==> config.mk <==
export PLATFORM = sky130hd
export DESIGN_NAME = fft_output_magnitude
export DESIGN_NICKNAME = d
export VERILOG_FILES = /design/src/rtl/fft_pkg.sv /design/src/rtl/fft_cplx_sq.sv /design/src/rtl/fft_output_magnitude.sv
export SDC_FILE = /design/constraint.sdc
export NUM_CORES = 2
export LEC_CHECK = 0
export CAP_MARGIN = 20
export CORE_MARGIN = 3
export CORE_UTILIZATION = 30
export CTS_CLUSTER_DIAMETER = 60
export CTS_CLUSTER_SIZE = 16
export DETAILED_ROUTE_END_ITERATION = 16
export SLEW_MARGIN = 20
export SYNTH_ARGS = -nofsm -noshare
export SYNTH_HDL_FRONTEND = slang
export SYNTH_SLANG_ARGS = --single-unit
export TNS_END_PERCENT = 10
==> constraint.sdc <==
create_clock -name clk -period 7 [get_ports clk]
set_input_delay 0.7 -clock clk [delete_from_list [all_inputs] [get_ports clk]]
set_output_delay 0.7 -clock clk [all_outputs]
set_load 0.1 [all_outputs]
==> src/rtl/fft_pkg.sv <==
// Shared FFT stream types: complex sample layout, magnitude width and a squaring helper.
package fft_pkg;

  localparam int CPLX_W       = 32;
  localparam int SAMPLE_W     = 16;
  localparam int MAG_W        = 32;
  localparam int SQ_W         = 31;
  localparam int FFT_SIZE_DEF = 2048;
  localparam int BIN_W        = $clog2(FFT_SIZE_DEF);

  typedef logic [BIN_W-1:0] bin_idx_t;

  typedef struct packed {
    logic signed [SAMPLE_W-1:0] im;
    logic signed [SAMPLE_W-1:0] re;
  } cplx_t;

  // Largest square is (-32768)^2 = 2^30, so 31 unsigned bits always suffice.
  function automatic logic [SQ_W-1:0] sq16(input logic signed [SAMPLE_W-1:0] x);
    logic signed [2*SAMPLE_W-1:0] p;
    p = x * x;
    return p[SQ_W-1:0];
  endfunction

endpackage

==> src/rtl/fft_cplx_sq.sv <==
// Two-stage |X|^2 = re^2 + im^2 pipeline with a shared enable and a pass-through sideband.
module fft_cplx_sq
  import fft_pkg::*;
#(
  parameter int SB_W  = 1,
  parameter int SHIFT = 0
) (
  input  logic              clk,
  input  logic              reset,
  input  logic              en,
  input  logic              in_valid,
  input  cplx_t             in_data,
  input  logic [SB_W-1:0]   in_sb,
  output logic              out_valid,
  output logic [MAG_W-1:0]  out_mag,
  output logic [SB_W-1:0]   out_sb
);

  logic            s1_valid_q, s1_valid_d;
  logic [SQ_W-1:0] re_sq_q, re_sq_d;
  logic [SQ_W-1:0] im_sq_q, im_sq_d;
  logic [SB_W-1:0] s1_sb_q, s1_sb_d;
  logic            valid_q, valid_d;
  logic [MAG_W-1:0] mag_q, mag_d;
  logic [SB_W-1:0] sb_q, sb_d;
  logic [MAG_W-1:0] sum_s;

  assign sum_s = {1'b0, re_sq_q} + {1'b0, im_sq_q};

  always_comb begin
    s1_valid_d = s1_valid_q;
    re_sq_d    = re_sq_q;
    im_sq_d    = im_sq_q;
    s1_sb_d    = s1_sb_q;
    valid_d    = valid_q;
    mag_d      = mag_q;
    sb_d       = sb_q;
    if (en) begin
      s1_valid_d = in_valid;
      re_sq_d    = sq16(in_data.re);
      im_sq_d    = sq16(in_data.im);
      s1_sb_d    = in_sb;
      valid_d    = s1_valid_q;
      mag_d      = sum_s >> SHIFT;
      sb_d       = s1_sb_q;
    end else begin
      s1_valid_d = s1_valid_q;
      valid_d    = valid_q;
    end
  end

  always_ff @(posedge clk or posedge reset) begin
    if (reset) begin
      s1_valid_q <= 1'b0;
      re_sq_q    <= '0;
      im_sq_q    <= '0;
      s1_sb_q    <= '0;
      valid_q    <= 1'b0;
      mag_q      <= '0;
      sb_q       <= '0;
    end else begin
      s1_valid_q <= s1_valid_d;
      re_sq_q    <= re_sq_d;
      im_sq_q    <= im_sq_d;
      s1_sb_q    <= s1_sb_d;
      valid_q    <= valid_d;
      mag_q      <= mag_d;
      sb_q       <= sb_d;
    end
  end

  assign out_valid = valid_q;
  assign out_mag   = mag_q;
  assign out_sb    = sb_q;

endmodule

==> src/rtl/fft_output_magnitude.sv <==
// FFT output stage: per-bin |X|^2 stream with bin index and frame-alignment checking.
// Optional build macro FFT_OUT_HALF_SPECTRUM_EN forwards only bins 0..FFT_SIZE/2-1.
module fft_output_magnitude
  import fft_pkg::*;
#(
  parameter  int FFT_SIZE  = 2048,
  parameter  int MAG_SHIFT = 0,
  localparam int CW        = $clog2(FFT_SIZE)
) (
  input  logic              clk,
  input  logic              reset,
  input  logic [CPLX_W-1:0] s_tdata,
  input  logic              s_tvalid,
  output logic              s_tready,
  input  logic              s_tlast,
  output logic [MAG_W-1:0]  m_mag,
  output logic [CW-1:0]     m_bin,
  output logic              m_valid,
  output logic              m_last,
  input  logic              m_ready,
  output logic              frame_err,
  output logic [15:0]       frame_cnt
);

  logic [CW-1:0] cnt_q, cnt_d;
  logic [15:0]   frame_cnt_q, frame_cnt_d;
  logic          frame_err_q, frame_err_d;
  logic          adv_s, acc_s, cnt_end_s, fwd_s, last_s;
  logic [CW:0]   out_sb_s;

  assign adv_s     = !m_valid | m_ready;
  assign acc_s     = s_tvalid & adv_s;
  assign cnt_end_s = (cnt_q == CW'(FFT_SIZE - 1));

`ifdef FFT_OUT_HALF_SPECTRUM_EN
  assign fwd_s  = (cnt_q < CW'(FFT_SIZE / 2));
  assign last_s = (cnt_q == CW'(FFT_SIZE / 2 - 1)) | s_tlast;
`else
  assign fwd_s  = 1'b1;
  assign last_s = cnt_end_s | s_tlast;
`endif

  // Any framing violation resynchronises the counter to 0 without counting a frame.
  always_comb begin
    cnt_d       = cnt_q;
    frame_cnt_d = frame_cnt_q;
    frame_err_d = 1'b0;
    if (acc_s) begin
      if (s_tlast) begin
        cnt_d = '0;
        if (cnt_end_s) begin
          frame_cnt_d = frame_cnt_q + 16'd1;
        end else begin
          frame_err_d = 1'b1;
        end
      end else if (cnt_end_s) begin
        cnt_d       = '0;
        frame_err_d = 1'b1;
      end else begin
        cnt_d = cnt_q + CW'(1);
      end
    end else begin
      cnt_d = cnt_q;
    end
  end

  always_ff @(posedge clk or posedge reset) begin
    if (reset) begin
      cnt_q       <= '0;
      frame_cnt_q <= 16'd0;
      frame_err_q <= 1'b0;
    end else begin
      cnt_q       <= cnt_d;
      frame_cnt_q <= frame_cnt_d;
      frame_err_q <= frame_err_d;
    end
  end

  fft_cplx_sq #(
    .SB_W  (CW + 1),
    .SHIFT (MAG_SHIFT)
  ) u_sq (
    .clk       (clk),
    .reset     (reset),
    .en        (adv_s),
    .in_valid  (acc_s & fwd_s),
    .in_data   (cplx_t'(s_tdata)),
    .in_sb     ({cnt_q, last_s}),
    .out_valid (m_valid),
    .out_mag   (m_mag),
    .out_sb    (out_sb_s)
  );

  assign m_bin     = out_sb_s[CW:1];
  assign m_last    = out_sb_s[0];
  assign s_tready  = adv_s;
  assign frame_err = frame_err_q;
  assign frame_cnt = frame_cnt_q;

endmodule

# After elaboration in Yosys (flattened, before gate mapping)
# Cells that the tools add are included.
# op_classes
addsub	3
shifts	0
n_mux	6
magnitude_cmp	0
n_reduce_logical	2
div_mod_pow	0
n_eq_ne	1
n_bitwise	3
n_mul	2
# ops
operator	n
multiplier 16 x 16 -> 31 bit	2
adder 31 x 31 -> 32 bit	1
2-to-1 mux 11 bit	2
adder 16 x 1 -> 16 bit, second input constant	1
adder 11 x 1 -> 11 bit, second input constant	1
== test 11 bit, second input constant	1
2-to-1 mux 1 bit	4
AND reduction 3 bit	1
bitwise OR 1 bit	2
AND 1 bit	1
zero test 1 bit	1
# word_totals
regBits	148
latchBits	0
out_inout_bits	63
mem_bits_ro	0
memories	0
in_bits	37
word_cells	27
mem_bits_rw	0

# Logic depth before layout (Yosys ltp)
# logic_depth
ltp_word	4
ltp_mapped	24
depth_no_buf	23

# By module
# From an unflattened synthesis, not the netlist that was laid out.
# unflattened
cells_unflattened	2520
area_unflattened_um2	24293.3
# modules_own_cells
module	area_each_um2	n_inst	cells_each	seq_area_each_um2
fft_cplx_sq	22883.2	1	2384	2952.8
fft_output_magnitude	1410.1	1	136	700.7

# Worst setup path before layout
# Ideal clock, no wire load.
# synth_path
path_type	input port to flip-flop
startpoint	in s_tdata[21]
endpoint	reg u_sq.im_sq_q[28]
path_buffers	2
cell_stages	20
slack_ps	563
t_required_ps	6863
t_arrival_ps	6300
cell_sequence	clkbuf_1 > clkbuf_1 > nand2_1 > fa_1 > inv_1 > fa_1 > inv_1 > fa_1 > fa_1 > inv_1 > fa_1 > fa_1 > ha_1 > and3_1 > a211oi_1 > nor2_1 > a211oi_1 > o21ai_0 > xnor2_1 > a21oi_1
# synth_via
elab_chain_cells	1
# synth_rtl
item	line_no	text
start, declared	fft_output_magnitude.sv:12	input logic [CPLX_W-1:0] s_tdata,
multiplier 16 x 16 -> 31 bit	fft_pkg.sv:21	p = x * x;
end signal, assigned	fft_cplx_sq.sv:64	im_sq_q <= im_sq_d;
end, declared	fft_cplx_sq.sv:21	logic [SQ_W-1:0] im_sq_q, im_sq_d;
# No other way between the ends.
# A chain may end at the register's enable or synchronous reset.

# Final worst setup path
# layout_path
startpoint	in s_tdata[18]
endpoint	reg u_sq.im_sq_q[28]
# The elaborated chain is that of the path after synthesis.

==> impl_metrics.yaml <==
outcome:
  status: "finished, final reports clean"
synthesis:
  synth_edf_count: 0
  netlist_area_um2: 24300
  synth_area_leader_cell: "fa_1"
  synth_ff_type: "dfrtp_1"
  synth_area_per_cell_um2: 9.17
  yosysWarnings: 0
  ys_types: 67
  yosysSeqAreaShare: 0.151
  synth_top_area_share: 0.380
  synth_cells: 2645
  synth-seq-cells: 146
  async_flop_share: 1.00
  synth_nets: 3347
  synth.area.top_cells: "fa_1 (38%), dfrtp_1 (15%), ha_1 (11%)"
route:
  first_pass_iters: 5
  drtAntennaViolNets: 0
  vias: 17200
  viasPerCell: 4.47
  wirelength_um: 53600
  detail_route.wl_per_cell_um: 13.9
  drc: 0
  drt_iter0_drc: 653
critical_path:
  startpoint: "s_tdata[18]"
  crit_type: "in2reg"
  path_max_fanout: 8
  r2r-end: "frame_cnt[14]$_DFFE_PP0P_"
  cp.arrival_ns: 6.81
  required_ns: 7.29
  setup.worst_path.end_class: "flip-flop"
  reg2reg_slack_ns: 3.78
  r2r_start: "u_sq.out_valid$_DFFE_PP0N_"
  endpoint: "u_sq.im_sq_q[28]$_DFFE_PP0N_"
  rr_worst_depth: 9
  critPathLaunchType: "primary input"
finish:
  finalInstanceArea_um2: 27700
  insertedDiodeCount: 0
  drive_above_1_share: 0.0621
  final_util: 0.348
  area.growth.synth_to_final_pct: 14.1
  nets: 3492
global_routing:
  antenna_found_initial: 1
  first_global_vias: 18900
  gr-usage-all-layers: 0.133
  gr-total-overflow: 0
  grt_max_degree: 83
  grt_pass1_wl_um: 92500
placed_design:
  numPortBuffers: 99
  dpl.hpwl_um: 46200
  globalplace.congestion: 0.840
  dp_slack_ns: -0.146
  placed_area_um2: 27100
timing:
  skew_ns: 0.0100
  worstMarginPinSlew_ns: 1.22
  post-route-period-util: 0.932
  post-route-worst-setup-slack_ns: 0.474
  clock.fmax_ghz: 0.153
  min_period_ns: 6.53
  slew_headroom: 0.187
  setup_violations: 0
  drv_slew: 0
  fin_setup_tns_ns: 0
  rsz0062_at_grt: "no"
  hold_violations: 0
clocking:
  cts_made_buffers: 17
  htree_levels: 4
  cts-hold-fix-buffers: 0
  cts-root-buf: "clkbuf_16"
  cts_tree: "built"
  cts.sinks: 146
  clk_pin_slew_worst_paths_ns: 0.07
  cts_buffer_depth: 2
  clk_latency_ns: 0.44
die:
  core_area_um2: 79500
  die-area_um2: 84300
  io_pins: 100
  fp-row-count: 103
  initial_core_util: 0.305
  fp.dieH_um: 290
  die_x_um: 290
run:
  drv_cap: 0
hold_path:
  min_path_type: "reg2reg"
## worst max-delay path, stage by stage
cell,delay [ns]
clkdlybuf4s50_1,0.63
buf_4,0.16
inv_1,0.09
nor2_1,0.25
fa_1,0.57
fa_1,0.58
buf_4,0.15
fa_1,0.43
fa_1,0.57
fa_1,0.44
fa_1,0.45
ha_1,0.37
and3_1,0.21
a211oi_1,0.29
nor2_1,0.09
a211oi_1,0.28
o21ai_0,0.24
xnor2_1,0.21
a21oi_1,0.08
## cells by family after synthesis
kind of cell | Yosys count | synth area share
flip-flops | 146 | 0.151
AND/OR/NAND/NOR | 655 | 0.118
adder cells (fa/ha/maj) | 665 | 0.486
AO/OA/AOI/OAI | 308 | 0.0843
XOR/XNOR | 118 | 0.0426
multiplexers | 7 | 0.00309
buffers and inverters | 746 | 0.115
## cells in the final DEF (no fill, tap or decap), drive strengths merged, types with 18 or more instances in the layout
cell type and count:
o21ai 83, nand2 329, buf 102, inv 678
a21o 24, xnor2 82, dfrtp 146, nor2 154
clkdlybuf4s50 97, fa 461, a21oi 91, nand2b 19
nand3 23, and2 62, ha 204, clkbuf 18
xor2 36
## per-layer routing
metal,routed length [um],GRT usage
met4,543,0.0189
met3,2170,0.0199
met1,24000,0.176
met5,0,0
met2,26900,0.235
## layout make-up
cell class / instances / area (um2)
fill: 8150 / 51800
timing repair buffer: 199 / 1790
clock inverter: 14 / 141
sequential: 146 / 3650
tap: 1050 / 1310
inverter: 673 / 2530
clock buffer: 18 / 439
multi-input combinational: 1753 / 17800
## sequential cells by signal, indices dropped and copies added, names as in the netlist
name             flops
cnt_q               11
u_sq.out_mag        32
frame_err            1
u_sq.s1_valid_q      1
frame_cnt           16
u_sq.im_sq_q        30
u_sq.re_sq_q        30
u_sq.s1_sb_q        12
u_sq.out_valid       1
u_sq.out_sb         12
## repair_timing
action	CTS	global route
setup endpoints to repair	0	2
resized for setup	0	1
buffers inserted	0	0
## how the worst min path moves through the flow
stage                                        endpoint  depth (start not counted)                        start  slack, ns
after floorplan            u_sq.out_valid$_DFFE_PP0N_                          1  u_sq.s1_valid_q$_DFFE_PP0N_       0.43
after global placement    u_sq.s1_sb_q[5]$_DFFE_PP0N_                          2  u_sq.s1_sb_q[5]$_DFFE_PP0N_       0.45
after detailed placement   u_sq.out_sb[1]$_DFFE_PP0N_                          2  u_sq.s1_sb_q[1]$_DFFE_PP0N_       0.46
after CTS                 u_sq.s1_sb_q[9]$_DFFE_PP0N_                          2  u_sq.s1_sb_q[9]$_DFFE_PP0N_       0.47
after global routing      u_sq.out_sb[10]$_DFFE_PP0N_                          2  u_sq.out_sb[10]$_DFFE_PP0N_       0.49
final                       frame_cnt[15]$_DFFE_PP0P_                          1    frame_cnt[15]$_DFFE_PP0P_       0.46
## stage by stage
step | cells | hold slack (ns)
2_1_floorplan | 2645 | 0.435
3_3_place_gp | 3821 | 0.449
3_5_place_dp | 3821 | 0.455
4_1_cts | 3853 | 0.470
5_1_grt | 3853 | 0.493
6_report | 3853 | 0.462
## cell usage after synthesis, types with 7 or more instances
library cell,count
dfrtp_1,146
and3_1,16
or3_1,7
a21o_1,22
nor2_1,154
nand2b_1,19
xor2_1,36
o21ai_0,79
o21bai_1,14
nand4_1,8
a21oi_1,90
o31ai_1,11
a31o_2,8
a211o_1,7
xnor2_1,82
a31oi_1,8
clkbuf_1,69
and2_1,62
ha_1,204
nor3_1,15
nand3_1,23
fa_1,461
a211oi_1,16
nand2_1,329
inv_1,671
o21a_1,9
Power is not shown: default switching activity piles up to over one toggle a cycle in this logic, so the estimate is an artifact.
